File: config.mk
export PLATFORM = sky130hd
export DESIGN_NAME = noc_router_rr
export DESIGN_NICKNAME = d
export VERILOG_FILES = /design/src/rtl/router_pkg.sv /design/src/rtl/router_fifo.sv /design/src/rtl/noc_router_rr.sv
export SDC_FILE = /design/constraint.sdc
export NUM_CORES = 1
export LEC_CHECK = 0
export ABC_CLOCK_PERIOD_IN_PS = 4900
export CAP_MARGIN = 20
export CORE_ASPECT_RATIO = 1.25
export CORE_UTILIZATION = 31
export CTS_CLUSTER_DIAMETER = 40
export DETAILED_ROUTE_END_ITERATION = 8
export SYNTH_ARGS = -nofsm -noshare
export SYNTH_HDL_FRONTEND = slang
export SYNTH_SLANG_ARGS = --single-unit
File: constraint.sdc
create_clock -name clk -period 4.9 [get_ports clk]
set_clock_uncertainty 0.15 [all_clocks]
set_input_delay 0.98 -clock clk [delete_from_list [all_inputs] [get_ports clk]]
set_output_delay 0.98 -clock clk [all_outputs]
set_load 0.1 [all_outputs]
File: src/rtl/router_pkg.sv
// Shared definitions for the 3-port mesh router.
//   P_LOCAL/P_X/P_Y : port indices (0 = local, 1 = x link, 2 = y link)
//   NPORT           : port count, fixed by the mesh topology
//   route_port()    : dimension-order route of a head flit (x first, then y)
//   rr_next()       : round-robin successor modulo NPORT
package router_pkg;

    localparam int P_LOCAL = 0;
    localparam int P_X     = 1;
    localparam int P_Y     = 2;
    localparam int NPORT   = 3;

    // Coordinates are zero-extended to this width before comparison, so any
    // coordinate width up to CW_MAX can share the one routing function.
    localparam int CW_MAX  = 8;

    typedef logic [1:0] port_t;

    function automatic port_t route_port(input logic [CW_MAX-1:0] dst_x,
                                         input logic [CW_MAX-1:0] dst_y,
                                         input logic [CW_MAX-1:0] cur_x,
                                         input logic [CW_MAX-1:0] cur_y);
        port_t p;
        if (dst_x != cur_x)      p = port_t'(P_X);
        else if (dst_y != cur_y) p = port_t'(P_Y);
        else                     p = port_t'(P_LOCAL);
        return p;
    endfunction

    function automatic port_t rr_next(input port_t p);
        return (p == port_t'(NPORT-1)) ? port_t'(0) : port_t'(p + 2'd1);
    endfunction

endpackage

File: src/rtl/router_fifo.sv
// Synchronous FIFO for one router input.
// Ports: clk, rst_n (async active-low); push/din write side (ignored when
// full); pop/dout read side (dout is the current head, ignored when empty);
// full, empty status.
// Pointers carry one extra wrap bit: equal pointers mean empty, pointers
// equal except for the wrap bit mean full.
module router_fifo #(
    parameter int WD    = 40,
    parameter int DEPTH = 4
) (
    input  logic          clk,
    input  logic          rst_n,
    input  logic          push,
    input  logic [WD-1:0] din,
    output logic          full,
    input  logic          pop,
    output logic [WD-1:0] dout,
    output logic          empty
);

    localparam int AW = $clog2(DEPTH);

    logic [AW:0]   wr_ptr, rd_ptr;
    logic [WD-1:0] mem [DEPTH];

    assign empty = (wr_ptr == rd_ptr);
    assign full  = (wr_ptr[AW] != rd_ptr[AW]) && (wr_ptr[AW-1:0] == rd_ptr[AW-1:0]);
    assign dout  = mem[rd_ptr[AW-1:0]];

    // A push while full is dropped even if a pop frees a slot this cycle;
    // the upstream ready already told the sender to hold.
    always_ff @(posedge clk or negedge rst_n) begin
        if (!rst_n) begin
            wr_ptr <= '0;
            rd_ptr <= '0;
        end else begin
            if (push && !full) wr_ptr <= wr_ptr + 1'b1;
            if (pop && !empty) rd_ptr <= rd_ptr + 1'b1;
        end
    end

    // Storage needs no reset: contents are only observed between the pointers.
    always_ff @(posedge clk) begin
        if (push && !full) mem[wr_ptr[AW-1:0]] <= din;
    end

endmodule

File: src/rtl/noc_router_rr.sv
// 3-port (local/x/y) mesh router with per-input FIFOs, dimension-order
// routing and a round-robin arbiter plus output register per output port.
// Ports:
//   clk, rst_n          clock, async active-low reset
//   cur_x, cur_y        this node's coordinates (quasi-static)
//   in_data/in_valid    input flits, port p at [p*WD +: WD]
//   in_ready            input FIFO not full
//   out_data/out_valid  registered output flits
//   out_ready           downstream accept
// Optional build macro ROUTER_STATS_EN adds:
//   stat_flits          per-output saturating transfer counters (16b each)
//   stat_conflict       saturating count of cycles where an open output saw
//                       two or more requesters
// A flit presented on an input is written into its FIFO at the next edge and
// reaches the output register one edge later when uncontended.
module noc_router_rr
    import router_pkg::*;
#(
    parameter int WD    = 40,
    parameter int CW    = 2,
    parameter int DEPTH = 4
) (
    input  logic                clk,
    input  logic                rst_n,
    input  logic [CW-1:0]       cur_x,
    input  logic [CW-1:0]       cur_y,
    input  logic [NPORT*WD-1:0] in_data,
    input  logic [NPORT-1:0]    in_valid,
    output logic [NPORT-1:0]    in_ready,
    output logic [NPORT*WD-1:0] out_data,
    output logic [NPORT-1:0]    out_valid,
    input  logic [NPORT-1:0]    out_ready
`ifdef ROUTER_STATS_EN
    ,
    output logic [NPORT*16-1:0] stat_flits,
    output logic [15:0]         stat_conflict
`endif
);

    logic [NPORT-1:0]            fifo_full, fifo_empty, fifo_pop;
    logic [NPORT-1:0][WD-1:0]    head;
    port_t                       req_port [NPORT];
    logic [NPORT-1:0][NPORT-1:0] gnt_all;   // [output][input]
`ifdef ROUTER_STATS_EN
    logic [NPORT-1:0]            conflict_o;
`endif

    // ---------------- inputs: FIFO + route of the head flit ----------------
    for (genvar i = 0; i < NPORT; i++) begin : g_in
        router_fifo #(.WD(WD), .DEPTH(DEPTH)) u_fifo (
            .clk   (clk),
            .rst_n (rst_n),
            .push  (in_valid[i] & ~fifo_full[i]),
            .din   (in_data[i*WD +: WD]),
            .full  (fifo_full[i]),
            .pop   (fifo_pop[i]),
            .dout  (head[i]),
            .empty (fifo_empty[i])
        );

        assign in_ready[i] = ~fifo_full[i];
        assign req_port[i] = route_port(CW_MAX'(head[i][WD-1 -: CW]),
                                        CW_MAX'(head[i][WD-CW-1 -: CW]),
                                        CW_MAX'(cur_x), CW_MAX'(cur_y));
    end

    // Every input targets exactly one output, so at most one grant per input.
    always_comb begin
        fifo_pop = '0;
        for (int o = 0; o < NPORT; o++) fifo_pop |= gnt_all[o];
    end

    // ---------------- outputs: arbiter + output register -------------------
    for (genvar o = 0; o < NPORT; o++) begin : g_out
        logic [NPORT-1:0] req, gnt;
        port_t            rr, sel, cand;
        logic             hit, open_o, vld_q;
        logic [WD-1:0]    data_q;

        // Arbitration only matters when the register can take a new flit.
        assign open_o = ~vld_q | out_ready[o];

        always_comb begin
            for (int i = 0; i < NPORT; i++)
                req[i] = ~fifo_empty[i] && (req_port[i] == port_t'(o));
        end

        // First requester at or after rr, wrapping modulo NPORT.
        always_comb begin
            gnt  = '0;
            sel  = rr;
            cand = rr;
            hit  = 1'b0;
            for (int k = 0; k < NPORT; k++) begin
                cand = port_t'((int'(rr) + k) % NPORT);
                if (!hit && req[cand]) begin
                    hit = 1'b1;
                    sel = cand;
                end
            end
            if (hit && open_o) gnt[sel] = 1'b1;
        end

        always_ff @(posedge clk or negedge rst_n) begin
            if (!rst_n) begin
                data_q <= '0;
                vld_q  <= 1'b0;
                rr     <= '0;
            end else if (open_o) begin
                if (hit) begin
                    data_q <= head[sel];
                    vld_q  <= 1'b1;
                    rr     <= rr_next(sel);
                end else begin
                    vld_q  <= 1'b0;
                end
            end
        end

        assign gnt_all[o]            = gnt;
        assign out_data[o*WD +: WD]  = data_q;
        assign out_valid[o]          = vld_q;

`ifdef ROUTER_STATS_EN
        logic [15:0] flits_q;

        assign conflict_o[o] = open_o && ($countones(req) >= 2);

        always_ff @(posedge clk or negedge rst_n) begin
            if (!rst_n)                                        flits_q <= '0;
            else if (vld_q && out_ready[o] && flits_q != 16'hFFFF) flits_q <= flits_q + 16'd1;
        end

        assign stat_flits[o*16 +: 16] = flits_q;
`endif
    end

`ifdef ROUTER_STATS_EN
    // Counts cycles, not output-conflicts: several contended outputs in one
    // cycle add one.
    always_ff @(posedge clk or negedge rst_n) begin
        if (!rst_n)                                    stat_conflict <= '0;
        else if (|conflict_o && stat_conflict != 16'hFFFF) stat_conflict <= stat_conflict + 16'd1;
    end
`endif

endmodule

==> metrics.txt, run 1 <==
# TYPE chip_impl_metric gauge
chip_impl_metric{name="cts_hold_buffers",unit=""} 0
chip_impl_metric{name="drive_above_1_share",unit="%"} 18.95
chip_impl_metric{name="setup-violations-final",unit=""} 0
chip_impl_metric{name="routed_length_per_placed_instance",unit="um"} 27.29
chip_impl_metric{name="syn_area_per_cell",unit="um2"} 16.79
chip_impl_metric{name="max_freq",unit="MHz"} 218.3
chip_impl_metric{name="timing.final.crit_period",unit="ns"} 4.580
chip_impl_metric{name="port_buffers",unit=""} 257
chip_impl_info{name="worstSetupStartpointType",value="flip-flop"} 1
chip_impl_metric{name="fp.dieArea",unit="mm2"} 0.08530
chip_impl_metric{name="h-tree-depth",unit=""} 3
chip_impl_metric{name="instance_count_on_the_critical_path",unit=""} 12
chip_impl_info{name="clockRootBuffer",value="clkbuf_16"} 1
chip_impl_metric{name="fp.dieW",unit="um"} 261.4
chip_impl_metric{name="hold_violations",unit=""} 0
chip_impl_metric{name="worst_r2r_path_depth",unit=""} 12
chip_impl_metric{name="ant_nets",unit=""} 0
chip_impl_info{name="netlist.top_cell.by_area",value="edfxtp_1"} 1
chip_impl_metric{name="detail_route.first_pass.iterations",unit=""} 6
chip_impl_info{name="outcome",value="completed"} 1
chip_impl_metric{name="postLayoutCellArea",unit="mm2"} 0.03292
chip_impl_metric{name="clock_sink_count",unit=""} 627
chip_impl_metric{name="regToRegSetupSlack",unit="ns"} 0.32
chip_impl_info{name="crit_family",value="simple AND/OR/NAND/NOR gates"} 1
chip_impl_metric{name="placementRows",unit=""} 118
chip_impl_info{name="critical_path.endpoint_type",value="flip-flop"} 1
chip_impl_metric{name="die-height",unit="um"} 326.3
chip_impl_metric{name="grt_antenna_before_repair",unit=""} 7
chip_impl_metric{name="syn_area",unit="mm2"} 0.02608
chip_impl_metric{name="ioPinCount",unit=""} 258
chip_impl_metric{name="place.gp.congestion",unit=""} 0.9033
chip_impl_metric{name="synth_enable_flop_cells",unit=""} 480
chip_impl_metric{name="timing.final.max_slew_violations",unit=""} 0
chip_impl_metric{name="post_synth_num_cell_types",unit=""} 69
chip_impl_info{name="worstReg2RegEnd",value="g_out[2].data_q[17]$_DFFE_PN0P_"} 1
chip_impl_metric{name="grt_remaining_overflow",unit=""} 0
chip_impl_metric{name="clk_pin_slew",unit="ns"} 0.06
chip_impl_info{name="synth_flop_cell",value="edfxtp_1"} 1
chip_impl_metric{name="cp_max_fanout",unit=""} 16
chip_impl_metric{name="layout_worst_path_cycle_share",unit="%"} 93.47
chip_impl_metric{name="detailedPlacementHpwl",unit="um"} 59090
chip_impl_info{name="critical_path.reg2reg.startpoint",value="g_in[2].u_fifo.rd_ptr[0]$_DFFE_PN0P_"} 1
chip_impl_metric{name="grt_pass1_wl",unit="um"} 116400
chip_impl_metric{name="drt-total-wl",unit="um"} 81780
chip_impl_metric{name="grt_max_degree",unit=""} 89
chip_impl_metric{name="grt_pass1_vias",unit=""} 16090
chip_impl_metric{name="total_via_count_after_detailed_routing",unit=""} 16065
chip_impl_metric{name="drt_first_iter_violations",unit=""} 1718
chip_impl_metric{name="cts_max_path_buffers",unit=""} 3
chip_impl_metric{name="worst_pin_slew",unit="ns"} 1.010
chip_impl_info{name="synth.area.top_cells",value="edfxtp_1 55%, dfrtp_1 14%, mux4_2 10%, a22oi_1 2.4%, mux2i_1 2.3%"} 1
chip_impl_info{name="critical_path.slowest_cell",value="mux4_2"} 1
chip_impl_metric{name="layout_nets",unit=""} 2006
chip_impl_metric{name="nFillCells",unit=""} 7490
chip_impl_info{name="critPathKind",value="flip-flop to flip-flop"} 1
chip_impl_metric{name="ff_latch_area",unit="mm2"} 0.01810
chip_impl_info{name="unrepaired_setup_endpoints_after_global_routing",value="no"} 1
chip_impl_metric{name="synthToLayoutAreaGrowth",unit="%"} 26.21
chip_impl_metric{name="number_of_cts_inserted_buffers",unit=""} 80
chip_impl_info{name="setup.worst_path.end",value="g_out[2].data_q[17]$_DFFE_PN0P_"} 1
chip_impl_metric{name="dpl_cell_area",unit="mm2"} 0.03023
chip_impl_metric{name="remaining_drc_errors",unit=""} 0
chip_impl_info{name="cts_tree",value="built"} 1
chip_impl_metric{name="maxCapViolations",unit=""} 0
chip_impl_info{name="worstSetupStartpoint",value="g_in[2].u_fifo.rd_ptr[0]$_DFFE_PN0P_"} 1
chip_impl_metric{name="syn-num-nets",unit=""} 1706
chip_impl_metric{name="worstPathRequired",unit="ns"} 5.28
chip_impl_metric{name="number_of_warnings_issued_by_yosys",unit=""} 0
chip_impl_metric{name="clk_latency",unit="ns"} 0.64
chip_impl_metric{name="timing.critical_path.slowest_cell_delay",unit="ns"} 0.71
chip_impl_metric{name="synth_top_area_share",unit="%"} 55.27
chip_impl_metric{name="groute.usage.overall",unit="%"} 19.21
chip_impl_metric{name="yosys_register_bits",unit=""} 627
chip_impl_metric{name="synth.yosys.seq_area_share",unit="%"} 69.37
chip_impl_metric{name="setup_total_negative_slack",unit="ns"} 0
chip_impl_metric{name="coreArea",unit="mm2"} 0.08312
chip_impl_metric{name="worst_slew_margin_rel",unit="%"} 32.45
chip_impl_metric{name="cp_num_buf_inv",unit=""} 2
chip_impl_metric{name="synth_cells",unit=""} 1553
chip_impl_metric{name="multi_input_area",unit="mm2"} 0.007520
chip_impl_info{name="timing.hold.worst.class",value="input pin to asynchronous set/reset pin"} 1
chip_impl_metric{name="async_reset_ff_share",unit="%"} 23.44
chip_impl_info{name="critical_path.cell_chain",value="mux4_2 > xnor2_1 > and3_1 > a22oi_1 > maj3_1 > a211oi_1 > buf_4 > nand2_4 > nor3b_4 > buf_4 > a22oi_1 > o21ai_0"} 1
chip_impl_metric{name="floorplan.initialDensity",unit="%"} 31.38
chip_impl_metric{name="cp.arrival",unit="ns"} 4.96
chip_impl_metric{name="vias_per_cell",unit=""} 5.360
how the worst min path moves through the flow:
stage	to
after floorplan	g_in[0].u_fifo.wr_ptr[2]$_DFFE_PN0P_
after global placement	g_out[1].data_q[33]$_DFFE_PN0P_
after detailed placement	g_out[0].data_q[10]$_DFFE_PN0N_
after CTS	g_out[1].vld_q$_DFFE_PN0N_
after global routing	g_out[1].vld_q$_DFFE_PN0N_
final	g_out[1].data_q[4]$_DFFE_PN0P_
per-stage QoR:
step	util (%)	std cells	setup WS (ns)	hold WS (ns)
2_1_floorplan	-	1553	1.324	0.3104
3_3_place_gp	36.18	2841	0.3207	0.3100
3_5_place_dp	36.37	2849	0.2180	0.3150
4_1_cts	39.54	2994	0.1686	0.3253
5_1_grt	39.60	2996	0.03688	0.3443
6_report	39.60	2997	0.3197	0.2809
area by class of cell:
| cell class | count | share of cell area [%] |
|---|---|---|
| antenna | 1 | 0.007602 |
| clock buffer | 94 | 6.370 |
| clock inverter | 51 | 1.623 |
| inverter | 23 | 0.2623 |
| multi-input combinational | 799 | 22.84 |
| sequential | 627 | 54.99 |
| tap | 1080 | 4.105 |
| timing repair buffer | 322 | 9.795 |
sequential cells by signal, indices dropped and copies added (netlist names):
| register | count |
|---|---|
| g_in.u_fifo.mem | 480 |
| g_in.u_fifo.rd_ptr | 9 |
| g_in.u_fifo.wr_ptr | 9 |
| g_out.data_q | 120 |
| g_out.rr | 6 |
| g_out.vld_q | 3 |
Yosys cell counts (4+ instances only):
cell type / count
a211oi_1: 41
a21boi_0: 5
a21o_1: 44
a21oi_1: 29
a221o_1: 21
a22oi_1: 82
a2bb2oi_1: 17
and2_1: 7
and3_1: 15
buf_2: 28
buf_4: 6
buf_6: 4
clkbuf_1: 63
dfrtp_1: 147
edfxtp_1: 480
ha_1: 21
inv_1: 23
mux2i_1: 59
mux4_2: 120
nand2_1: 86
nand3_1: 24
nor2_1: 61
nor3_1: 8
o21ai_0: 41
o21ai_1: 12
o22ai_1: 5
or3_1: 5
xnor2_1: 19
xor2_1: 14
what timing repair did:
| item | in CTS | in global routing |
|---|---|---|
| endpoints found under the setup margin | 0 | 17 |
| resized for setup | 0 | 1 |
| setup buffers | 0 | 0 |
layout by cell type (no fill, tap or decap), types with 23 or more instances in the layout:
master	netlist	routed
dfrtp_1	147	141
nand3_1	24	24
edfxtp_1	480	480
inv_1	23	23
a211oi_1	41	41
o21ai_0	41	40
mux2i_1	59	59
a21oi_1	29	29
a21o_1	44	44
mux4_2	120	120
clkdlybuf4s50_1	0	253
a22oi_1	82	82
nor2_1	61	59
clkbuf_16	0	82
buf_4	6	55
nand2_1	86	85
metal layers:
layer / part of all wire [%] / wire [um] / vias up / track usage (%)
li1: - / - / 6834 / -
met3: 7.5 / 6163 / 123 / 3.887
met1: 39 / 32120 / 8369 / 24.57
met2: 49 / 40020 / 727 / 31.30
met4: 4.1 / 3393 / 12 / 8.734
met5: 0.093 / 76 / - / 0
kinds of logic after synthesis:
kind of cell | count (synthesis) | share of synthesized area, %
simple gates | 224 | 3.987
flops | 627 | 69.37
buf+inv | 127 | 2.164
mux | 183 | 12.81
xor+xnor | 33 | 1.108
compound gates | 336 | 9.475
fa+ha+maj | 23 | 1.084
Power of run 1 is not shown: default switching activity piles up to over one toggle a cycle in this logic, so the estimate is an artifact.
==> inputs of run 2 (changes only) <==
--- a/config.mk
+++ b/config.mk
@@ -6,7 +6,7 @@
 export NUM_CORES = 1
 export LEC_CHECK = 0
 export ABC_CLOCK_PERIOD_IN_PS = 4900
-export CAP_MARGIN = 20
+export CAP_MARGIN = 40
 export CORE_ASPECT_RATIO = 1.25
 export CORE_UTILIZATION = 31
 export CTS_CLUSTER_DIAMETER = 40
==> metrics.txt, run 2 (synthesized netlist as in run 1, its figures left out) <==
# TYPE chip_impl_metric gauge
chip_impl_info{name="hold_path_startpoint",value="g_out[1].data_q[33]$_DFFE_PN0P_"} 1
chip_impl_metric{name="cp_max_fanout",unit=""} 16
chip_impl_metric{name="groute.usage.overall",unit="%"} 19.55
chip_impl_metric{name="detail_route.first_pass.iterations",unit=""} 5
chip_impl_metric{name="routed_length_per_placed_instance",unit="um"} 26.40
chip_impl_info{name="most_frequent_cells_in_the_layout",value="480 x edfxtp_1, 253 x clkdlybuf4s50_1, 141 x dfrtp_1"} 1
chip_impl_metric{name="grt_remaining_overflow",unit=""} 0
chip_impl_metric{name="vias_per_cell",unit=""} 5.260
chip_impl_info{name="crit_family",value="simple AND/OR/NAND/NOR gates"} 1
chip_impl_metric{name="globalRouteMet1Util",unit="%"} 25.02
chip_impl_info{name="outcome",value="completed"} 1
chip_impl_metric{name="max_freq",unit="MHz"} 219.0
chip_impl_metric{name="ant_nets",unit=""} 0
chip_impl_metric{name="largest_register_ff_count",unit=""} 480
chip_impl_info{name="timing.hold.worst.class",value="flip-flop to flip-flop"} 1
chip_impl_metric{name="ioPinCount",unit=""} 258
chip_impl_metric{name="cp_num_buf_inv",unit=""} 2
chip_impl_info{name="timing.hold.worst_endpoint",value="g_out[1].data_q[33]$_DFFE_PN0P_"} 1
chip_impl_metric{name="worstPathRequired",unit="ns"} 5.28
chip_impl_metric{name="hold_violations",unit=""} 0
chip_impl_metric{name="grt_pass1_vias",unit=""} 16744
chip_impl_metric{name="clk_pin_slew",unit="ns"} 0.06
chip_impl_info{name="cts_tree",value="built"} 1
chip_impl_metric{name="dp_cells",unit=""} 2976
chip_impl_info{name="critical_path.endpoint_type",value="flip-flop"} 1
chip_impl_metric{name="timing.final.max_slew_violations",unit=""} 0
chip_impl_info{name="unrepaired_setup_endpoints_after_global_routing",value="no"} 1
chip_impl_metric{name="worst_slew_margin_rel",unit="%"} 45.49
chip_impl_info{name="worstReg2RegEnd",value="g_out[2].data_q[21]$_DFFE_PN0P_"} 1
chip_impl_info{name="clockRootBuffer",value="clkbuf_16"} 1
chip_impl_metric{name="post-route-worst-setup-slack",unit="ns"} 0.3328
chip_impl_info{name="gr-max-usage-layer",value="met2"} 1
chip_impl_metric{name="drive_above_1_share",unit="%"} 24.10
chip_impl_metric{name="postCtsSetupRepairBufs",unit=""} 0
chip_impl_metric{name="worst_pin_slew",unit="ns"} 0.8177
chip_impl_metric{name="regToRegSetupSlack",unit="ns"} 0.33
chip_impl_metric{name="timing.critical_path.slowest_cell_delay",unit="ns"} 0.70
chip_impl_metric{name="grt_antenna_before_repair",unit=""} 8
chip_impl_metric{name="worst_r2r_path_depth",unit=""} 12
chip_impl_metric{name="remaining_drc_errors",unit=""} 0
chip_impl_metric{name="post_layout_nonfiller_instances",unit=""} 3131
chip_impl_metric{name="clock_sink_count",unit=""} 627
chip_impl_metric{name="worst_hold_path_stage_count",unit=""} 2
chip_impl_metric{name="grt_pass1_wl",unit="um"} 118800
chip_impl_metric{name="maxCapViolations",unit=""} 0
chip_impl_metric{name="final_core_util",unit="%"} 42.09
chip_impl_metric{name="setup_total_negative_slack",unit="ns"} 0
chip_impl_metric{name="drt-total-wl",unit="um"} 82650
chip_impl_metric{name="place.gp.congestion",unit=""} 0.9033
chip_impl_metric{name="drt_first_iter_violations",unit=""} 1564
chip_impl_metric{name="floorplan.initialDensity",unit="%"} 31.38
chip_impl_metric{name="fp.dieArea",unit="mm2"} 0.08530
chip_impl_metric{name="clk_latency",unit="ns"} 0.63
chip_impl_metric{name="timing.final.crit_period",unit="ns"} 4.567
chip_impl_metric{name="port_buffers",unit=""} 257
chip_impl_info{name="critPathKind",value="flip-flop to flip-flop"} 1
chip_impl_metric{name="fp.dieW",unit="um"} 261.4
chip_impl_metric{name="detailedPlacementHpwl",unit="um"} 59900
chip_impl_metric{name="cp.arrival",unit="ns"} 4.94
chip_impl_metric{name="total_via_count_after_detailed_routing",unit=""} 16468
chip_impl_metric{name="grt_max_degree",unit=""} 86
chip_impl_info{name="critical_path.reg2reg.startpoint",value="g_in[2].u_fifo.rd_ptr[0]$_DFFE_PN0P_"} 1
chip_impl_metric{name="cts_max_path_buffers",unit=""} 3
chip_impl_metric{name="nFillCells",unit=""} 7250
chip_impl_metric{name="layout_worst_path_cycle_share",unit="%"} 93.21
chip_impl_metric{name="number_of_cts_inserted_buffers",unit=""} 83
chip_impl_metric{name="layout_nets",unit=""} 2135
chip_impl_info{name="critical_path.cell_chain",value="mux4_2 > xnor2_1 > and3_1 > a22oi_1 > maj3_1 > a211oi_1 > buf_4 > nand2_4 > nor3b_4 > buf_4 > a22oi_1 > o21ai_0"} 1
chip_impl_info{name="layout_commonest_cell",value="edfxtp_1"} 1
chip_impl_metric{name="setup-violations-final",unit=""} 0
chip_impl_metric{name="post-place-ws",unit="ns"} 0.2547
chip_impl_metric{name="die-height",unit="um"} 326.3
chip_impl_info{name="worstSetupStartpointType",value="flip-flop"} 1
chip_impl_info{name="critical_path.slowest_cell",value="mux4_2"} 1
chip_impl_metric{name="use_met3",unit="%"} 3.833
chip_impl_metric{name="placementRows",unit=""} 118
chip_impl_metric{name="h-tree-depth",unit=""} 3
chip_impl_metric{name="met2_usage",unit="%"} 32.05
chip_impl_metric{name="synthToLayoutAreaGrowth",unit="%"} 34.15
chip_impl_metric{name="coreArea",unit="mm2"} 0.08312
[run 2: cell count changes in the layout (fill, tap and decap cells not counted), moves of 2 or more]
cell / change
buf_16: +6
inv_8: -2
clkinv_2: -3
buf_8: +120
clkbuf_16: +3
clkbuf_1: +2
clkbuf_8: +4
inv_6: +4
[run 2: routing by layer]
metal	wire [um]	up-vias	part of all wire, %
li1	-	7109	-
met1	32550	8491	39
met2	40750	714	49
met3	5828	142	7.1
met4	3443	12	4.2
met5	76	-	0.092
[run 2: worst max-delay path by stage]
stage / slack (ns) / start / endpoint / depth (start not counted)
floorplan: 1.32 / g_in[2].u_fifo.rd_ptr[0]$_DFFE_PN0P_ / g_in[0].u_fifo.rd_ptr[1]$_DFFE_PN0P_ / 12
detailed placement: 0.25 / cur_x[0] / g_out[2].data_q[15]$_DFFE_PN0P_ / 12
global route: 0.08 / g_in[2].u_fifo.rd_ptr[0]$_DFFE_PN0P_ / g_out[2].data_q[21]$_DFFE_PN0P_ / 12
CTS: 0.28 / g_in[2].u_fifo.rd_ptr[0]$_DFFE_PN0P_ / g_out[2].data_q[21]$_DFFE_PN0P_ / 12
finish: 0.33 / g_in[2].u_fifo.rd_ptr[0]$_DFFE_PN0P_ / g_out[2].data_q[21]$_DFFE_PN0P_ / 12
global placement: 0.32 / cur_x[1] / g_out[2].data_q[19]$_DFFE_PN0P_ / 12
[run 2: timing repair]
item,CTS,global route
resized for setup,0,1
endpoints found under the setup margin,0,3
hold buffers,1,0
hold endpoints to repair,3,0
[run 2: per-stage QoR]
step / hold WS (ns) / instance area [um2]
after floorplan: 0.3104 / 26080
after global placement: 0.3100 / 30070
after detailed placement: 0.3105 / 32230
after CTS: 0.3293 / 34980
after global routing: 0.3551 / 34990
final: 0.3256 / 34990
[run 2: area by class of cell]
class / instances / area, um2 / area share, %
antenna: 1 / 2.502 / 0.007152
clock buffer: 103 / 2235 / 6.387
clock inverter: 50 / 509.2 / 1.455
inverter: 23 / 86.33 / 0.2468
multi-input combinational: 799 / 7520 / 21.49
sequential: 627 / 18100 / 51.74
tap: 1080 / 1351 / 3.862
timing repair buffer: 448 / 5181 / 14.81
[run 2: tightest hold or removal path, cell delays in order (launching register included)]
cell and delay [ns]:
dfrtp_1 0.34, nand2_1 0.06, nand2_1 0.05
Power of run 2 is left out for the same reason.
==> RTL change: new RTL, config.mk and constraints of run 2 <==
`WD` is set to 40 in 2 places; all go to 44.
--- a/src/rtl/router_fifo.sv
+++ b/src/rtl/router_fifo.sv
@@ -7,3 +7,3 @@
 module router_fifo #(
-    parameter int WD    = 40,
+    parameter int WD    = 44,
     parameter int DEPTH = 4
--- a/src/rtl/noc_router_rr.sv
+++ b/src/rtl/noc_router_rr.sv
@@ -18,3 +18,3 @@
 #(
-    parameter int WD    = 40,
+    parameter int WD    = 44,
     parameter int CW    = 2,
Interface: changed (resized in_data and out_data); port bits go from 258 to 282. The function was not compared with the original's and may differ.
==> RTL change against run 2 <==
Critical path type unchanged. Count of clock-buffer cells in the layout increased by 21. Worst hold slack got worse by 0.14 ns. Sequential cell count increased by 60. Final area increased by 12%. Final cell count increased by 11%. Setup slack improved by 0.43 ns. Synthesized cell count increased by 12%. Wire length increased by 9.3%. Synthesized area increased by 9.6%.
Power is left out: the tool's default activity adds up to more than one toggle a clock period on the data nets, which glitch-free logic cannot reach.
==> RTL change: results (changes against run 2) <==
Parameter                              Value

Final layout
  Share of final-layout standard cells stronger than drive strength 1    24.2% (+0.12 points)
  Flip-flop count of the largest register after layout    528 (+10%)
  Final nets    2,366 (+11%)
  Area growth, synth to finish    37.0%
  Fill cell instance count of the final layout    7,980 (+10%)

Clock network
  Number of setup buffers added after CTS    0 (unchanged)
  Clock tree buffer depth    3 (unchanged)
  Clock latency on the worst-skew pair    0.66 ns (+0.03 ns)
  Depth of the CTS H-tree    3 (unchanged)
  CTS resizes    0 (unchanged)
  CTS Hold Bufs    0 (-1)
  Number of buffers created by CTS    102 (+23%)
  Clock root buffer master    sky130_fd_sc_hd__clkbuf_16

Logic synthesis
  Mux cell area share after synthesis    14.2% (+1.4 points)
  Share of synthesized area occupied by flip-flops and latches    69.4% (about the same)
  Synth warn    0 (unchanged)
  Area share of fa/ha/maj cells after synthesis    1.03% (-0.051 points)
  Number of distinct library cells after synthesis    76 (+10%)
  Count of flip-flops with a built-in enable after synthesis    528 (+10%)
  Cells taking the most area after synthesis    sky130_fd_sc_hd__edfxtp_1, sky130_fd_sc_hd__dfrtp_1, sky130_fd_sc_hd__mux4_2, sky130_fd_sc_hd__mux2i_1, sky130_fd_sc_hd__o21ai_1
  Net Count, Synth    1,900 (+11%)
  Synth async-reset ratio    23.1% (-0.30 points)
  Share of the synthesized area in compound gates (AO/OA/AOI/OAI)    8.07% (-1.4 points)
  Commonest cells post-synth    sky130_fd_sc_hd__edfxtp_1, sky130_fd_sc_hd__dfrtp_1, sky130_fd_sc_hd__nand2_1
  Post-synthesis xor/xnor area fraction    1.26% (+0.15 points)

Worst setup path
  Worst path max stage delay    0.71 ns
  Cell type group with the largest total delay on the critical path    simple AND/OR/NAND/NOR gates
  Register-to-Register Setup Slack    0.76 ns (+0.43 ns)
  Highest net fanout along the worst path    33 (+17)
  Crit path max-delay cell type    sky130_fd_sc_hd__or4_2
  Critical R2R Capture    g_out[0].data_q[29]
  Critical path startpoint    g_in[2].u_fifo.rd_ptr[0]
  WP data arrival    4.50 ns (-0.44 ns)
  R2R depth    10 (-2)

GRT
  Pin count of the biggest net entering global routing    94 (+9.3%)
  Via count of the first global-routing pass    18,300 (+9.1%)
  First-pass GRT wire length    128,000 um (+7.8%)
  Total global-route track usage    19.2% (-0.32 points)
  Number of antenna violations at the first check in global routing    14 (+6)

Timing
  Worst slack on hold paths    0.184 ns (-0.141 ns)
  Hold Vio Cnt, Final    0 (unchanged)
  Worst-case headroom to the max-slew limit    44.1% (-1.4 points)

Worst hold path
  Worst min path class    in -> async

Placement
  Post-detailed-placement half-perimeter wirelength    64,600 um (+7.9%)
  Total of buffers placed on input and output ports    281 (+9.3%)
  Placed inst area    0.0354 mm^2 (+9.9%)
  Placer's final routability congestion estimate    0.899 (-0.48%)

Route
  Initial DRT Pass Iterations    6 (+1)
  Mean number of vias per cell    5.11 (-2.9%)
  Total length of routed wires    90,400 um (+9.3%)
  Number of violations reported at the end of detailed-routing iteration 0    1,420 (-9.2%)

Run status
  Outcome    finished clean
## RTL change: cell types whose count changed after synthesis, sizes merged, moves of 13 or more
cell	delta
a21o	-37
a2bb2oi	-17
nand2	+55
a22oi	-32
a221o	-21
a211oi	-36
a221oi	+30
nand3	-13
edfxtp	+48
o21ai	+132
o21a	+14
mux2i	+42
## RTL change: cells by family (layout without fill, tap and decap cells)
group | Yosys count | in the layout
flops | 687 | 687
buf+inv | 127 | 680
simple gates | 259 | 259
compound gates | 363 | 363
xor+xnor | 35 | 35
other cells | 0 | 3
fa+ha+maj | 24 | 24
mux | 240 | 240
## RTL change: area by class of cell
class	instances	area share (%)
Antenna cell	3	0.0192
Clock buffer	124	7.04
Clock inverter	67	2.49
Inverter	20	0.192
Multi-Input combinational cell	921	21.2
Sequential cell	687	50.7
Tap cell	1197	3.82
Timing Repair Buffer	469	14.6
## RTL change: through the flow
stage / setup slack (ns) / cells
3_5_place_dp: 0.412 / 3294
5_1_grt: 0.586 / 3486
3_3_place_gp: 0.380 / 3158
6_report: 0.761 / 3488
2_1_floorplan: 1.35 / 1735
4_1_cts: 0.763 / 3485
## RTL change: metal layers
layer	up-vias	GRT usage (%)	wire length, um
li1	7822	-	-
met1	9134	21.6	32900
met2	695	34.6	47900
met3	143	4.93	6400
met4	16	7.37	3140
met5	-	0	92
## RTL change: how the worst min path moves through the flow
| stage | end | cells after the start |
|---|---|---|
| floorplan | g_in[1].u_fifo.wr_ptr[2] | 1 |
| global placement | g_out[1].data_q[0] | 2 |
| detailed placement | g_out[1].data_q[17] | 2 |
| CTS | g_in[2].u_fifo.rd_ptr[0] | 1 |
| global route | g_out[2].vld_q | 1 |
| finish | g_out[2].vld_q | 1 |
